<file path="config.mk">
export PLATFORM = sky130hd
export DESIGN_NAME = reaction_timer_core
export DESIGN_NICKNAME = d
export VERILOG_FILES = /design/src/rtl/reaction_timer_core.sv
export SDC_FILE = /design/constraint.sdc
export NUM_CORES = 1
export LEC_CHECK = 0
export BUFFER_PORTS_ARGS = -buffer_cell sky130_fd_sc_hd__clkbuf_2
export CORE_MARGIN = 2
export CORE_UTILIZATION = 67
export CTS_BUF_LIST = sky130_fd_sc_hd__clkbuf_2 sky130_fd_sc_hd__clkbuf_4 sky130_fd_sc_hd__clkbuf_8
export CTS_CLUSTER_DIAMETER = 50
export CTS_CLUSTER_SIZE = 10
export DETAILED_ROUTE_END_ITERATION = 10
export PLACE_DENSITY = 0.86
export RECOVER_POWER = 50
export REMOVE_ABC_BUFFERS = 1
export SLEW_MARGIN = 10
export SYNTH_ARGS = -nofsm -noshare
export SYNTH_HDL_FRONTEND = slang
export SYNTH_SLANG_ARGS = --single-unit
</file>
<file path="constraint.sdc">
create_clock -name clk -period 3.96 [get_ports clk]
set_input_delay 0.396 -clock clk [delete_from_list [all_inputs] [get_ports clk]]
set_output_delay 0.396 -clock clk [all_outputs]
set_load 0.02 [all_outputs]
</file>
<file path="src/rtl/reaction_timer_core.sv">
// Reaction timer core: after a start press, waits a pseudo-random delay,
// lights the stimulus LED and counts elapsed milliseconds in BCD (s.sss)
// until the reaction press. Flags false starts and counter overflow.
module reaction_timer_core #(
    parameter int TICK_DIV   = 50000,
    parameter int DELAY_BASE = 1000
) (
    input  logic       clk,
    input  logic       reset_n,
    input  logic       start_btn,
    input  logic       react_btn,
    output logic [2:0] state,
    output logic       led,
    output logic [3:0] ones,
    output logic [3:0] tenths,
    output logic [3:0] hundreths,
    output logic [3:0] thousandths
);

    // State codes are visible on the state port and decoded downstream.
    localparam logic [2:0] ST_IDLE  = 3'd0;
    localparam logic [2:0] ST_LOAD  = 3'd1;
    localparam logic [2:0] ST_DELAY = 3'd2;
    localparam logic [2:0] ST_COUNT = 3'd3;
    localparam logic [2:0] ST_DONE  = 3'd4;
    localparam logic [2:0] ST_FAULT = 3'd5;

    localparam int          PRESC_W   = (TICK_DIV > 1) ? $clog2(TICK_DIV) : 1;
    localparam logic [15:0] LFSR_SEED = 16'hACE1;
    // x^16 + x^14 + x^13 + x^11 + 1 in right-shifting Galois form.
    localparam logic [15:0] LFSR_TAPS = 16'hB400;

    localparam int BTN_START = 0;
    localparam int BTN_REACT = 1;

    // ------------------------------------------------------------------
    // Button conditioning
    // ------------------------------------------------------------------
    logic [1:0] btn_in;
    logic [1:0] btn_meta_q,  btn_meta_d;
    logic [1:0] btn_sync_q,  btn_sync_d;
    logic [1:0] btn_prev_q,  btn_prev_d;
    logic [1:0] btn_armed_q, btn_armed_d;
    logic [1:0] fill_q,      fill_d;
    logic [1:0] btn_edge;
    logic       start_edge;
    logic       react_edge;

    assign btn_in = {react_btn, start_btn};

    // Synchronize both buttons, then detect a rising edge only once armed.
    always_comb begin
        // NOTE: every signal driven here gets a value on every path, so no
        // latch is inferred; later blocks follow the same default-first pattern.
        btn_meta_d  = btn_in;
        btn_sync_d  = btn_meta_q;
        btn_prev_d  = btn_sync_q;
        fill_d      = (fill_q == 2'd2) ? fill_q : fill_q + 2'd1;
        // NOTE: the chain is reset to 0, so a button held through reset
        // would look like a fresh press once it propagates. A button is only
        // armed after the chain has filled with real samples and has shown
        // the button released; an edge is reported only from an armed button.
        btn_armed_d = btn_armed_q | ({2{fill_q == 2'd2}} & ~btn_sync_q);
        btn_edge    = btn_sync_q & ~btn_prev_q & btn_armed_q;
    end

    assign start_edge = btn_edge[BTN_START];
    assign react_edge = btn_edge[BTN_REACT];

    // NOTE: two flops in series give a metastable first stage a full cycle
    // to settle before anything downstream uses the button level.
    // Button synchronizer, edge history and arming flops.
    always_ff @(posedge clk or negedge reset_n) begin
        if (!reset_n) begin
            btn_meta_q  <= '0;
            btn_sync_q  <= '0;
            btn_prev_q  <= '0;
            btn_armed_q <= '0;
            fill_q      <= '0;
        end else begin
            // NOTE: non-blocking assignments make every flop sample the
            // pre-edge values, which is what turns this into a shift chain.
            btn_meta_q  <= btn_meta_d;
            btn_sync_q  <= btn_sync_d;
            btn_prev_q  <= btn_prev_d;
            btn_armed_q <= btn_armed_d;
            fill_q      <= fill_d;
        end
    end

    // ------------------------------------------------------------------
    // Free-running pseudo-random source
    // ------------------------------------------------------------------
    logic [15:0] lfsr_q, lfsr_d;

    // Advance the Galois LFSR one step every cycle.
    always_comb begin
        lfsr_d = {1'b0, lfsr_q[15:1]} ^ (lfsr_q[0] ? LFSR_TAPS : 16'h0000);
    end

    // LFSR register.
    always_ff @(posedge clk or negedge reset_n) begin
        if (!reset_n) begin
            lfsr_q <= LFSR_SEED;
        end else begin
            lfsr_q <= lfsr_d;
        end
    end

    // ------------------------------------------------------------------
    // Millisecond prescaler
    // ------------------------------------------------------------------
    logic [PRESC_W-1:0] presc_q, presc_d;
    logic               tick;
    logic               presc_clr;

    // Count 0..TICK_DIV-1, tick on the last count; the FSM can restart it.
    always_comb begin
        tick    = (presc_q == PRESC_W'(TICK_DIV - 1));
        presc_d = tick ? '0 : presc_q + PRESC_W'(1);
        if (presc_clr) begin
            presc_d = '0;
        end
    end

    // Prescaler register.
    always_ff @(posedge clk or negedge reset_n) begin
        if (!reset_n) begin
            presc_q <= '0;
        end else begin
            presc_q <= presc_d;
        end
    end

    // ------------------------------------------------------------------
    // BCD elapsed-time counter helpers
    // ------------------------------------------------------------------
    // Digit 0 is thousandths (least significant), digit 3 is ones.
    logic [3:0][3:0] digits_q, digits_d;
    logic [3:0][3:0] digits_inc;
    logic            digits_full;

    // Ripple a +1 through the four BCD digits; detect 9.999 s.
    always_comb begin
        logic carry;
        carry      = 1'b1;
        digits_inc = digits_q;
        for (int i = 0; i < 4; i++) begin
            if (carry) begin
                if (digits_q[i] == 4'd9) begin
                    digits_inc[i] = 4'd0;
                end else begin
                    digits_inc[i] = digits_q[i] + 4'd1;
                    carry         = 1'b0;
                end
            end
        end
        digits_full = (digits_q == {4{4'd9}});
    end

    // ------------------------------------------------------------------
    // Control FSM
    // ------------------------------------------------------------------
    logic [2:0]  state_q, state_d;
    logic        led_q,   led_d;
    logic [10:0] delay_q, delay_d;
    logic [10:0] delay_load;

    assign delay_load = 11'(DELAY_BASE) + 11'(lfsr_q[9:0]);

    // Next state, digit and delay-counter decisions.
    always_comb begin
        state_d   = state_q;
        digits_d  = digits_q;
        delay_d   = delay_q;
        presc_clr = 1'b0;

        case (state_q)
            ST_IDLE, ST_DONE, ST_FAULT: begin
                // Reaction presses are meaningless while waiting for a start.
                if (start_edge) begin
                    state_d   = ST_LOAD;
                    digits_d  = '0;
                    delay_d   = delay_load;
                    presc_clr = 1'b1;
                end
            end

            ST_LOAD: begin
                state_d   = ST_DELAY;
                presc_clr = 1'b1;
            end

            ST_DELAY: begin
                if (react_edge) begin
                    // Pressed before the LED lit: false start.
                    state_d  = ST_FAULT;
                    digits_d = '0;
                end else if (tick) begin
                    if (delay_q <= 11'd1) begin
                        state_d   = ST_COUNT;
                        delay_d   = '0;
                        presc_clr = 1'b1;
                    end else begin
                        delay_d = delay_q - 11'd1;
                    end
                end
            end

            ST_COUNT: begin
                // A reaction in the same cycle as a tick wins: the time shown
                // is the last whole millisecond before the press.
                if (react_edge) begin
                    state_d = ST_DONE;
                end else if (tick) begin
                    if (digits_full) begin
                        state_d = ST_FAULT;
                    end else begin
                        digits_d = digits_inc;
                    end
                end
            end

            default: begin
                state_d = ST_IDLE;
            end
        endcase

        led_d = (state_d == ST_COUNT);
    end

    // FSM, LED, digit and delay-counter registers.
    always_ff @(posedge clk or negedge reset_n) begin
        if (!reset_n) begin
            state_q  <= ST_IDLE;
            led_q    <= 1'b0;
            digits_q <= '0;
            delay_q  <= '0;
        end else begin
            state_q  <= state_d;
            led_q    <= led_d;
            digits_q <= digits_d;
            delay_q  <= delay_d;
        end
    end

    assign state       = state_q;
    assign led         = led_q;
    assign ones        = digits_q[3];
    assign tenths      = digits_q[2];
    assign hundreths   = digits_q[1];
    assign thousandths = digits_q[0];

endmodule

</file>
* Yosys cells after proc, flatten, opt, wreduce, memory -nomap -nowiden
Index checks and enable logic that the tools add are counted.
Operators by class: add/sub/neg operators 8, multiply operators 0, div/mod/pow operators 0, order comparisons 1, equal/unequal tests 23, shifts and indexed selects 0, mux-type cells 39, bitwise operators 7, reductions and logical operators 9
Operators by type and width (count):
- 16-bit 2-to-1 mux | 8
- 16-bit one-hot mux with 3 select lines | 1
- 11-bit 2-to-1 mux | 4
- 16-bit equality test (second input constant) | 2
- 4-bit 2-to-1 mux | 7
- 11-bit one-hot mux with 2 select lines | 1
- 3-bit 2-to-1 mux | 7
- 7-bit AND reduction | 3
- 2-bit != test (second input constant) | 10
- 16-bit by 1-bit adder with 16-bit output (second input constant) | 1
- 4-bit by 1-bit adder with 4-bit output (second input constant) | 4
- 4-bit equality test (second input constant) | 4
- 15-bit by 16-bit XOR with 16-bit output | 1
- 3-bit one-hot mux with 4 select lines | 1
- 10-bit by 10-bit adder with 11-bit output (first input constant) | 1
- 11-bit by 1-bit <= comparator with 1-bit output (second input constant) | 1
- 11-bit by 1-bit subtractor with 11-bit output (second input constant) | 1
- 3-bit by 2-bit equality test with 1-bit output (second input constant) | 3
- 1-bit 2-to-1 mux | 9
- 2-bit AND | 3
- 3-bit equality test (second input constant) | 2
- 6-bit AND reduction | 1
- 2-bit inverter | 2
- 4-bit AND reduction | 1
- other kinds (9) | 9
Word-level totals: flip-flop bits (word level) 73, latch bits 0, bits in writable memories 0, memory bits (read-only) 0, input bits 4, output and inout port bits 20, word-level logic and storage cells 101, memories 0

* Logic depth before layout (Yosys ltp)
Gate-level depths: netlist (run 1).
depth after elaboration 9, gate-level depth with buffers 8, depth with buffers taken out 7

* Worst setup path before layout (run 1)
No wires, ideal clock.
kind register to register, from register digits_q (netlist bit hundreths[1]), to register digits_q (netlist bit hundreths[2]), library setup time 0.121 ns, arrival 2.007 ns, required time 3.839 ns, path slack 1.832 ns, stages on the path, launching flop included 9, period minus slack after synthesis 2.128 ns, cells stage by stage dfrtp_1 > inv_1 > ha_1 > nand3b_1 > or4_1 > a31oi_4 > buf_6 > nor3_1 > o22a_1
Between the ends: word-level cells in the longest chain between the ends 7, elaborated cells on any way between the ends 11, those cells by class add/sub: 1; eq/ne: 3; mux: 6; reduce/logical: 1
Ends and longest elaborated chain:
- start, declared | RTL line 139 | logic [3:0][3:0] digits_q, digits_d;
- start signal, assigned | RTL line 242 | digits_q <= digits_d;
- 4-bit by 1-bit adder with 4-bit output or 4-bit equality test (tied branches) | RTL line 153, 150
- 4-bit 2-to-1 mux | RTL line 150 | if (digits_q[i] == 4'd9) begin
- 4-bit 2-to-1 mux | RTL line 149 | if (carry) begin
- 16-bit 2-to-1 mux | RTL line 216 | if (digits_full) begin
- 16-bit 2-to-1 mux | RTL line 215 | end else if (tick) begin
- 16-bit 2-to-1 mux | RTL line 213 | if (react_edge) begin
- 16-bit one-hot mux with 3 select lines | RTL line 178 | case (state_q)
Several ways; a longest one is shown, not always the timed one. The select of a mux whose other input is x is not followed. A chain may end at the register's enable or synchronous reset.

* Worst setup path after layout (run 1)
from register presc_q[0], to register delay_q[0]
Between the ends: word-level cells in the longest chain between the ends 3
Ends and longest elaborated chain:
- start, declared | RTL line 113 | logic [PRESC_W-1:0] presc_q, presc_d;
- start signal, assigned | RTL line 131 | presc_q <= presc_d;
- 16-bit equality test | RTL line 119 | tick = (presc_q == PRESC_W'(TICK_DIV - 1));
- 2-bit != test (no source line)
- 4-bit AND reduction (no source line)
- end signal, assigned | RTL line 243 | delay_q <= delay_d;
- end, declared | RTL line 166 | logic [10:0] delay_q, delay_d;
Every way passes these cells.

==> run_results.csv, run 1 <==
group,metric,value,unit
status,status,"complete, but fails checks",
status,violations,"capacitance limit, slew limit",
synthesis,yosys_most_used_dff,"dfrtp_1",
synthesis,postSynthAreaPerCell,10.3,µm²
power_and_ir_drop,seqPwrFrac,43.4,%
cells_and_area,nets,392,
cells_and_area,drive_above_1_share,12.9,%
global_routing,grt_pass1_wl,12.5,mm
routing,wl_per_cell,16.2,µm
timing,hold_ws,0.139,ns
synthesis,ys_seq_area_share,51.1,%
routing,viasPerCell,6.14,
floorplan,rows,26,
timing,rsz0062_at_grt,"false",
power_and_ir_drop,p_clk_share,27.5,%
cts,cts_made_buffers,9,
floorplan,core,0.00514,mm²
worst_setup_path,worstSetupPathType,"register to register",
power_and_ir_drop,p_total,2.23,mW
timing,final-hold-violation-count,0,
cts,htreeDepth,3,
run,maxCapViolCount,1,
synthesis,yosysUniqueCellTypes,56,
synthesis,yosys_register_bits,73,
routing,routed_wl,7.30,mm
cts,root_buffer,"clkbuf_8",
floorplan,dieWidth,77.2,µm
cts,cts_buffer_depth,2,
floorplan,ioPinCount,24,
timing,fin_tns_setup,0,ns
synthesis,synth_common_cells,"65 x dfrtp_1, 34 x nor2_1, 23 x nand2_1",
worst_setup_path,worstSetupEndpointType,"register",
worst_hold_path,hold_path.class,"input port to register",
cts,post_cts_buffers,0,
cts,cts.sinks,73,
synthesis,synth_top_area_cell,"dfrtp_1",
routing,drt_iter0_markers,191,
timing,tightest_slew,1.72,ns
timing,setup_viol,0,
cts,tritoncts,"built",
placed_design,io_buffers,23,
worst_setup_path,r2r_setup_slack,1.46,ns
synthesis,syn-cell-area,0.00359,mm²
cells_and_area,multi_input_area,0.00165,mm²
placed_design,gpl.final_weighted_congestion,0.875,
power_and_ir_drop,ir_drop,0.327,mV
synthesis,synth_edf_count,0,
floorplan,initial_core_util,69.9,%
power_and_ir_drop,p_leak,1.81,nW
power_and_ir_drop,internal_power,1.36,mW
timing,slew_violations,36,
floorplan,dieArea,0.00597,mm²
worst_setup_path,cp-start-kind,"register",
worst_setup_path,required,4.23,ns
global_routing,overflow,0,
timing,fin_skew,0.00632,ns
placed_design,dp_hpwl,5.07,mm
synthesis,synth_warnings,0,
cts,clkTransAtPathRegs,0.08,ns
timing,fmax,0.399,GHz
cells_and_area,final.fill_count,360,
worst_hold_path,hold_path_depth,1,
routing,dr.pass1.iters,4,
worst_setup_path,arrival,2.78,ns
synthesis,ys_top_cells_by_area,"dfrtp_1 45%, dfstp_2 5.8%, ha_1 4.5%, nor2_1 3.6%, xor2_1 3.2%",
cells_and_area,area_growth,10.1,%
timing,min_period_over_period,63.2,%
power_and_ir_drop,pwr-share-comb,29.1,%
power_and_ir_drop,p_switching,0.866,mW
worst_setup_path,path_max_fanout,14,
cells_and_area,n_antenna_cell,0,
global_routing,grt_usage,26.3,%
worst_setup_path,reg2reg_depth,6,
timing,maxSlewHeadroom,-14.9,%
global_routing,antenna_found_initial,0,
synthesis,ys_async_sr_fraction,100,%
power_and_ir_drop,powerDensity,563,mW/mm²
synthesis,synth_top_area_share,45.3,%
cts,clk_latency,0.36,ns
synthesis,synthCells,349,
cts,cts_resized,0,
routing,ant_nets,0,
cts,hold_buffers,0,
timing,period_minus_slack,2.50,ns
cells_and_area,ff_latch_area,0.00184,mm²
global_routing,grt_pass1_vias,2719,
synthesis,synth.most_common_cell,"dfrtp_1",
floorplan,die_y,77.2,µm
global_routing,grt_max_degree,40,
power_and_ir_drop,p_sw_share,38.9,%
cells_and_area,final_util,77.0,%
routing,route.detailed.drc,0,
routing,num_vias,2763,
## final cells by class
| class | count | area share [%] |
|---|---|---|
| clock buffer | 9 | 3.13 |
| tap | 70 | 2.21 |
| timing repair buffer | 24 | 2.97 |
| multi-input combinational | 251 | 41.6 |
| clock inverter | 7 | 2.12 |
| inverter | 16 | 1.52 |
| sequential | 73 | 46.4 |
## power by group through the flow
stage / clock network, mW / registers, mW / logic, mW
after global routing: 0.663 / 0.980 / 0.730
after floorplan: 0 / 0.974 / 0.449
after CTS: 0.625 / 0.961 / 0.641
final: 0.612 / 0.966 / 0.647
after detailed placement: 0 / 0.975 / 0.636
after global placement: 0 / 0.965 / 0.615
## per-stage QoR
step / setup WS, ns / std cells / cell area (µm²)
2_1_floorplan: 1.82 / 340 / 3540
3_3_place_gp: 1.69 / 434 / 3750
3_5_place_dp: 1.54 / 434 / 3750
4_1_cts: 1.48 / 450 / 3960
5_1_grt: 1.18 / 450 / 3960
6_report: 1.46 / 450 / 3960
## per-layer routing
metal / share of wire (%) / wire length [µm] / GRT usage (%)
met5: 0 / 0 / 0
met4: 1.7 / 125 / 9.29
met1: 44 / 3210 / 33.7
met3: 3.8 / 274 / 6.12
met2: 51 / 3700 / 44.1
## critical path, stage by stage, from the launching register on
cell	delay [ns]
dfrtp_1	0.44
ha_1	0.26
nand3_1	0.15
and4b_1	0.33
a31oi_1	0.87
a221o_1	0.21
a21boi_0	0.17
## worst paths after layout
check	start	end
worst max-delay path	presc_q[0]$_DFF_PN0_	delay_q[0]$_DFFE_PN0P_
worst min-delay path	start_btn	btn_meta_q[0]$_DFF_PN0_
worst max register to register	presc_q[0]$_DFF_PN0_	delay_q[0]$_DFFE_PN0P_
worst min register to register	btn_meta_q[0]$_DFF_PN0_	btn_prev_d[0]$_DFF_PN0_
max in group asynchronous	reset_n	lfsr_q[12]$_DFF_PN0_
min in group asynchronous	reset_n	presc_q[8]$_DFF_PN0_
## cells by family (layout without fill, tap and decap cells)
group	count (synthesis)	count (layout)	share of synthesized area, %
buffers and inverters	25	56	3.13
AOI/OAI and AO/OA	83	83	15.8
and+or+nand+nor	133	133	20.0
adders and majority gates	13	13	4.53
xor gates and xnor gates	21	21	5.12
muxes	1	1	0.279
DFF	73	73	51.1
## sequential cells by signal (all words and copies together), names as in the netlist, 3 cells and up
register	flops
lfsr_q	16
ones	4
hundreths	4
state	3
delay_q	11
thousandths	4
tenths	4
presc_q	16
## cell usage in the layout (no fill, tap or decap), types with 3 or more instances in the layout
master     synthesis  final
xnor2_1            8      8
clkbuf_2           0     22
xor2_1            13     13
a21oi_1           16     16
dfstp_1            0      4
o21ai_0           21     21
a31oi_1            4      4
or3_1              3      3
or4_1              8      8
nor2_1            34     33
o22ai_1            6      6
nor3_1            12     12
dfstp_2            8      4
ha_1              13     13
inv_6              0      4
and3_1             8      8
clkbuf_8           0      9
nand4_1            6      6
dfrtp_1           65     65
nand3b_1           7      7
nand2_1           23     23
a21o_1             4      4
nor2b_1            3      3
nand2b_1           4      4
nand3_1           12     12
inv_1             16     16
o31ai_1            5      5
o2bb2ai_1          4      4
and3b_1            3      3
No activity file was read; power rests on OpenSTA's default activity.
==> run 2: changes to the inputs <==
Settings changed: CORE_UTILIZATION 67 to 56, PLACE_DENSITY 0.86 to 0.77.
Clock period 3.96 ns to 2.2 ns, I/O delays scaled along.
==> run 2 against run 1 <==
Effect of this change:
- the flow now finishes without violations
- final area up 5.4%
- cell count rose by 8.0%
- utilization down 11 points
- critical endpoint is now hundreths[2]$_DFFE_PN0P_
==> run_results.csv, run 2 (synthesis gave the netlist of run 1 again) <==
group,metric,value,unit
timing,final-hold-violation-count,0,
worst_setup_path,path_max_fanout,11,
cells_and_area,final_util,66.5,%
cells_and_area,final.fill_count,489,
floorplan,ioPinCount,24,
routing,routed_wl,7.95,mm
worst_setup_path,worstSetupEndpointType,"register",
worst_setup_path,required,2.45,ns
cells_and_area,design_area,0.00417,mm²
cts,clkTransAtPathRegs,0.09,ns
cells_and_area,area_growth,16.1,%
floorplan,core,0.00628,mm²
global_routing,met2_usage,37.1,%
timing,setup_viol,0,
routing,ant_nets,0,
timing,slew_violations,0,
power_and_ir_drop,powerDensity,989,mW/mm²
power_and_ir_drop,internal_power,2.47,mW
timing,maxSlewHeadroom,38.0,%
routing,wl_per_cell,16.3,µm
status,status,"finished clean",
power_and_ir_drop,p_switching,1.66,mW
routing,viasPerCell,5.89,
worst_hold_path,hold_path.class,"register to register",
cells_and_area,top_regs,"lfsr_q (16), presc_q (16), delay_q (11)",
global_routing,antenna_found_initial,0,
placed_design,gpl.final_weighted_congestion,0.898,
global_routing,met3_usage,4.35,%
power_and_ir_drop,p_sw_share,40.1,%
cells_and_area,final_cells,486,
routing,num_vias,2861,
timing,rsz0062_at_grt,"false",
cells_and_area,nets,421,
cts,clk_latency,0.36,ns
cts,tritoncts,"built",
cells_and_area,final_cell_mix,"65 x dfrtp_1, 33 x nor2_1, 27 x buf_4, 23 x nand2_1, 21 x o21ai_0",
worst_setup_path,arrival,2.35,ns
cts,htreeDepth,3,
timing,hold_ws,0.359,ns
floorplan,dieArea,0.00707,mm²
cts,cts_buffer_depth,2,
routing,drt_iter0_markers,256,
cts,root_buffer,"clkbuf_8",
power_and_ir_drop,pwr-share-comb,34.4,%
timing,period_minus_slack,2.10,ns
placed_design,placed_cells,464,
cells_and_area,drive_above_1_share,15.2,%
power_and_ir_drop,seqPwrFrac,41.2,%
timing,fmax,0.476,GHz
timing,tightest_slew,0.931,ns
cells_and_area,final_common_cell,"dfrtp_1",
global_routing,busiest_layer,"met2",
global_routing,use_met1,33.5,%
global_routing,grt_pass1_wl,13.7,mm
cts,cts.sinks,73,
placed_design,dp_hpwl,5.55,mm
run,maxCapViolCount,0,
global_routing,grt_max_degree,41,
global_routing,grt_pass1_vias,2890,
power_and_ir_drop,p_clk_share,24.4,%
power_and_ir_drop,ir_drop,0.591,mV
global_routing,overflow,0,
cts,cts_made_buffers,9,
placed_design,dpl_cell_area,0.00393,mm²
floorplan,die_y,84.1,µm
placed_design,io_buffers,23,
worst_setup_path,cp-start-kind,"register",
global_routing,grt_usage,24.1,%
worst_setup_path,worstSetupPathType,"register to register",
routing,route.detailed.drc,0,
cells_and_area,n_antenna_cell,0,
timing,fin_skew,0.00796,ns
routing,dr.pass1.iters,4,
floorplan,initial_core_util,57.2,%
floorplan,dieWidth,84.1,µm
power_and_ir_drop,p_leak,1.89,nW
timing,min_period_over_period,95.5,%
floorplan,rows,29,
==> run 2: cell count changes in the layout (fill, tap and decap cells not counted), moves of 2 or more <==
cell / previous run / this run
dlygate4sd3_1: 0 / 3
buf_4: 0 / 27
clkbuf_1: 2 / 18
clkinv_4: 0 / 2
inv_6: 4 / 1
clkbuf_2: 22 / 5
==> run 2: metal layers <==
layer | vias up | wire length [µm]
li1 | 1385 | -
met1 | 1378 | 3680
met2 | 81 | 3680
met3 | 17 | 424
met4 | 0 | 157
met5 | - | 0
==> run 2: metrics by stage <==
step | power, mW | setup slack, ns | setup TNS [ns]
6_report | 4.13 | 0.0997 | 0
4_1_cts | 4.09 | 0.0484 | 0
5_1_grt | 4.38 | 0.00382 | 0
3_5_place_dp | 3.07 | -0.00400 | -0.00400
3_3_place_gp | 3.00 | 0.106 | 0
2_1_floorplan | 2.56 | 0.0604 | 0
==> run 2: worst max-delay path, cell delays in order, from the launching register on <==
cell and delay [ns]:
dfrtp_1 0.43, inv_1 0.09, ha_1 0.14, nand3b_1 0.13
or4_4 0.60, a31oi_4 0.31, nor3_1 0.09, o22a_1 0.20
==> run 2: area by class of cell <==
| class | count | area [µm²] | share of cell area (%) |
|---|---|---|---|
| Clock buffer | 9 | 124 | 2.97 |
| Clock inverter | 7 | 63.8 | 1.53 |
| Inverter | 16 | 60.1 | 1.44 |
| Multi-Input combinational cell | 251 | 1670 | 39.9 |
| Sequential cell | 73 | 1840 | 44.0 |
| Tap cell | 77 | 96.3 | 2.31 |
| Timing Repair Buffer | 53 | 325 | 7.80 |
==> run 2: power groups by stage <==
stage / sequential (mW) / clock, mW / combinational, mW
6_report: 1.70 / 1.01 / 1.42
5_1_grt: 1.72 / 1.08 / 1.57
3_3_place_gp: 1.71 / 0 / 1.29
2_1_floorplan: 1.75 / 0 / 0.809
4_1_cts: 1.70 / 1.02 / 1.37
3_5_place_dp: 1.72 / 0 / 1.35
==> run 2: what timing repair did <==
action / in CTS / in global routing
endpoints found under the setup margin: 3 / 10
endpoints found under the hold margin: 31 / 0
cloned: 0 / 0
hold buffers: 3 / 0
resized for setup: 3 / 3
buffers inserted: 0 / 3
pin swaps: 0 / 1
==> run 2: worst paths after layout <==
check                                         from                        to  slack (ns)  depth (start not counted)
setup / recovery             tenths[1]$_DFFE_PN0P_  hundreths[2]$_DFFE_PN0P_         0.1                          7
hold / removal             btn_meta_q[0]$_DFF_PN0_   btn_prev_d[0]$_DFF_PN0_        0.36                          0
setup reg to reg             tenths[1]$_DFFE_PN0P_  hundreths[2]$_DFFE_PN0P_         0.1                          7
hold reg to reg            btn_meta_q[0]$_DFF_PN0_   btn_prev_d[0]$_DFF_PN0_        0.36                          0
max in group asynchronous                  reset_n      presc_q[4]$_DFF_PN0_        0.91                          3
min in group asynchronous                  reset_n    delay_q[8]$_DFFE_PN0P_        0.53                          2
==> run 3: changes to the inputs <==
Settings changed: PLACE_DENSITY 0.77 to 0.78.
==> run 3 against run 2 <==
Effect of this change:
- clock power up 9%
- cell count shrank 0.41%
- count of clock-buffer cells in the layout up 3
- critical path depth did not move
- utilization is 0.74 points higher
- sequential power hardly changed
- die area is the same
- highest routed layer unchanged
==> run_results.csv, run 3 (synthesis gave the netlist of run 1 again) <==
group,metric,value,unit
floorplan,rows,29,
floorplan,dieWidth,84.1,µm
routing,met1Wirelength,3.49,mm
worst_setup_path,worstSetupPathType,"register to register",
timing,setup_viol,0,
timing,tightest_slew,1.09,ns
worst_hold_path,hold_path.class,"register to register",
timing,min_period_over_period,95.1,%
timing,slew_violations,0,
cts,tritoncts,"built",
worst_setup_path,required,2.44,ns
worst_setup_path,cp-start-kind,"register",
global_routing,overflow,0,
cts,cts_made_buffers,9,
routing,dr.pass1.iters,5,
status,status,"finished clean",
routing,routed_wl,7.69,mm
cells_and_area,top_regs,"lfsr_q (16), presc_q (16), delay_q (11)",
cells_and_area,ff_latch_area,0.00184,mm²
placed_design,io_buffers,23,
routing,top_layer,"met4",
cts,cts.sinks,73,
routing,num_vias,2877,
timing,fin_skew,0.0128,ns
cells_and_area,nets,419,
routing,viasPerCell,5.94,
cells_and_area,final_cell_mix,"65 x dfrtp_1, 32 x nor2_1, 23 x nand2_1, 23 x clkbuf_2",
timing,final-hold-violation-count,0,
cells_and_area,final_common_cell,"dfrtp_1",
floorplan,die_y,84.1,µm
floorplan,ioPinCount,24,
cts,root_buffer,"clkbuf_8",
worst_setup_path,r2r_setup_slack,0.11,ns
routing,dr_wl_met2,3.61,mm
timing,fin_tns_setup,0,ns
placed_design,gpl.final_weighted_congestion,0.832,
placed_design,dp_hpwl,5.34,mm
power_and_ir_drop,p_leak,1.95,nW
cells_and_area,area_growth,17.4,%
cells_and_area,final.fill_count,492,
worst_setup_path,slowest_delay,0.62,ns
global_routing,grt_pass1_vias,2762,
run,maxCapViolCount,0,
worst_setup_path,crit_path_cell_trace,"inv_1 -> ha_1 -> nand3b_1 -> or4_4 -> a31oi_4 -> nor3_1 -> o22a_1",
cts,cts_buffer_depth,2,
routing,drt_iter0_markers,205,
timing,period_minus_slack,2.09,ns
routing,ant_nets,0,
power_and_ir_drop,powerDensity,997,mW/mm²
floorplan,initial_core_util,57.2,%
routing,wl_per_cell,15.9,µm
cells_and_area,drive_above_1_share,19.2,%
worst_setup_path,slowest_stage,"or4_4",
global_routing,grt_usage,23.0,%
worst_setup_path,path_max_fanout,6,
cells_and_area,multi_input_area,0.00168,mm²
worst_setup_path,worstSetupEndpointType,"register",
floorplan,core,0.00628,mm²
floorplan,dieArea,0.00707,mm²
power_and_ir_drop,p_total,4.21,mW
cells_and_area,n_antenna_cell,0,
global_routing,antenna_found_initial,0,
global_routing,grt_pass1_wl,12.9,mm
global_routing,grt_max_degree,38,
timing,rsz0062_at_grt,"false",
timing,maxSlewHeadroom,27.1,%
timing,fmax,0.478,GHz
worst_setup_path,arrival,2.34,ns
routing,route.detailed.drc,0,
timing,fin_ws,0.108,ns
cts,clkTransAtPathRegs,0.07,ns
power_and_ir_drop,ir_drop,0.610,mV
cts,clk_latency,0.36,ns
routing,met3WireLength,449,µm
cts,htreeDepth,3,
placed_design,place_ws,0.0257,ns
[run 3: cell types whose count changed in the layout (fill, tap and decap cells not counted), moves of 2 or more]
cell | previous run | this run
clkbuf_2 | 5 | 23
clkbuf_1 | 18 | 1
buf_4 | 27 | 21
clkbuf_4 | 0 | 2
clkbuf_8 | 9 | 11
inv_8 | 2 | 0
[run 3: repair_timing]
item,in CTS,in global routing
gates resized for setup,0,7
setup endpoints to repair,0,13
buffers inserted,0,1
hold buffers,3,0
hold endpoints to repair,17,0
[run 3: final cells by class]
class | count | area share [%]
Multi-Input combinational cell | 252 | 39.8
Clock buffer | 12 | 3.77
Sequential cell | 73 | 43.5
Clock inverter | 4 | 1.22
Inverter | 16 | 1.42
Timing Repair Buffer | 50 | 7.92
Tap cell | 77 | 2.28
[run 3: routing by layer]
layer | vias up | track usage, %
li1 | 1384 | -
met1 | 1376 | 31.2
met2 | 101 | 35.0
met3 | 16 | 6.23
met4 | 0 | 9.82
met5 | - | 0
[run 3: worst paths after layout]
| check | startpoint | depth (start not counted) | end |
|---|---|---|---|
| worst max-delay path | tenths[1]$_DFFE_PN0P_ | 7 | hundreths[2]$_DFFE_PN0P_ |
| worst min-delay path | btn_meta_q[1]$_DFF_PN0_ | 0 | btn_prev_d[1]$_DFF_PN0_ |
| worst max register to register | tenths[1]$_DFFE_PN0P_ | 7 | hundreths[2]$_DFFE_PN0P_ |
| worst min register to register | btn_meta_q[1]$_DFF_PN0_ | 0 | btn_prev_d[1]$_DFF_PN0_ |
| max in group asynchronous | reset_n | 3 | lfsr_q[5]$_DFF_PN1_ |
| min in group asynchronous | reset_n | 2 | lfsr_q[9]$_DFF_PN0_ |
[run 3: worst max-delay path, delay by kind of cell, from the launching register on]
family                   cells  cell delay (ns)
AO/OA/AOI/OAI                2             0.51
flip-flops                   1             0.41
adder cells (fa/ha/maj)      1             0.14
AND/OR/NAND/NOR              3             0.85
buffers and inverters        1             0.09
[run 3: power breakdown]
part | switching (mW) | internal [mW] | leakage [nW] | total, mW
logic | 0.867 | 0.540 | 0.912 | 1.41
registers | 0.184 | 1.52 | 0.934 | 1.70
clock network | 0.499 | 0.598 | 0.106 | 1.10
total | 1.55 | 2.66 | 1.95 | 4.21
[run 3: stage by stage]
step,std cells,hold WS [ns],util (%),instance area (µm²)
after floorplan,340,-0.0756,-,3540
after global placement,463,0.194,62.9,3950
after detailed placement,463,0.208,62.9,3950
after CTS,482,0.349,66.8,4190
after global routing,484,0.358,67.2,4220
final,484,0.354,67.2,4220
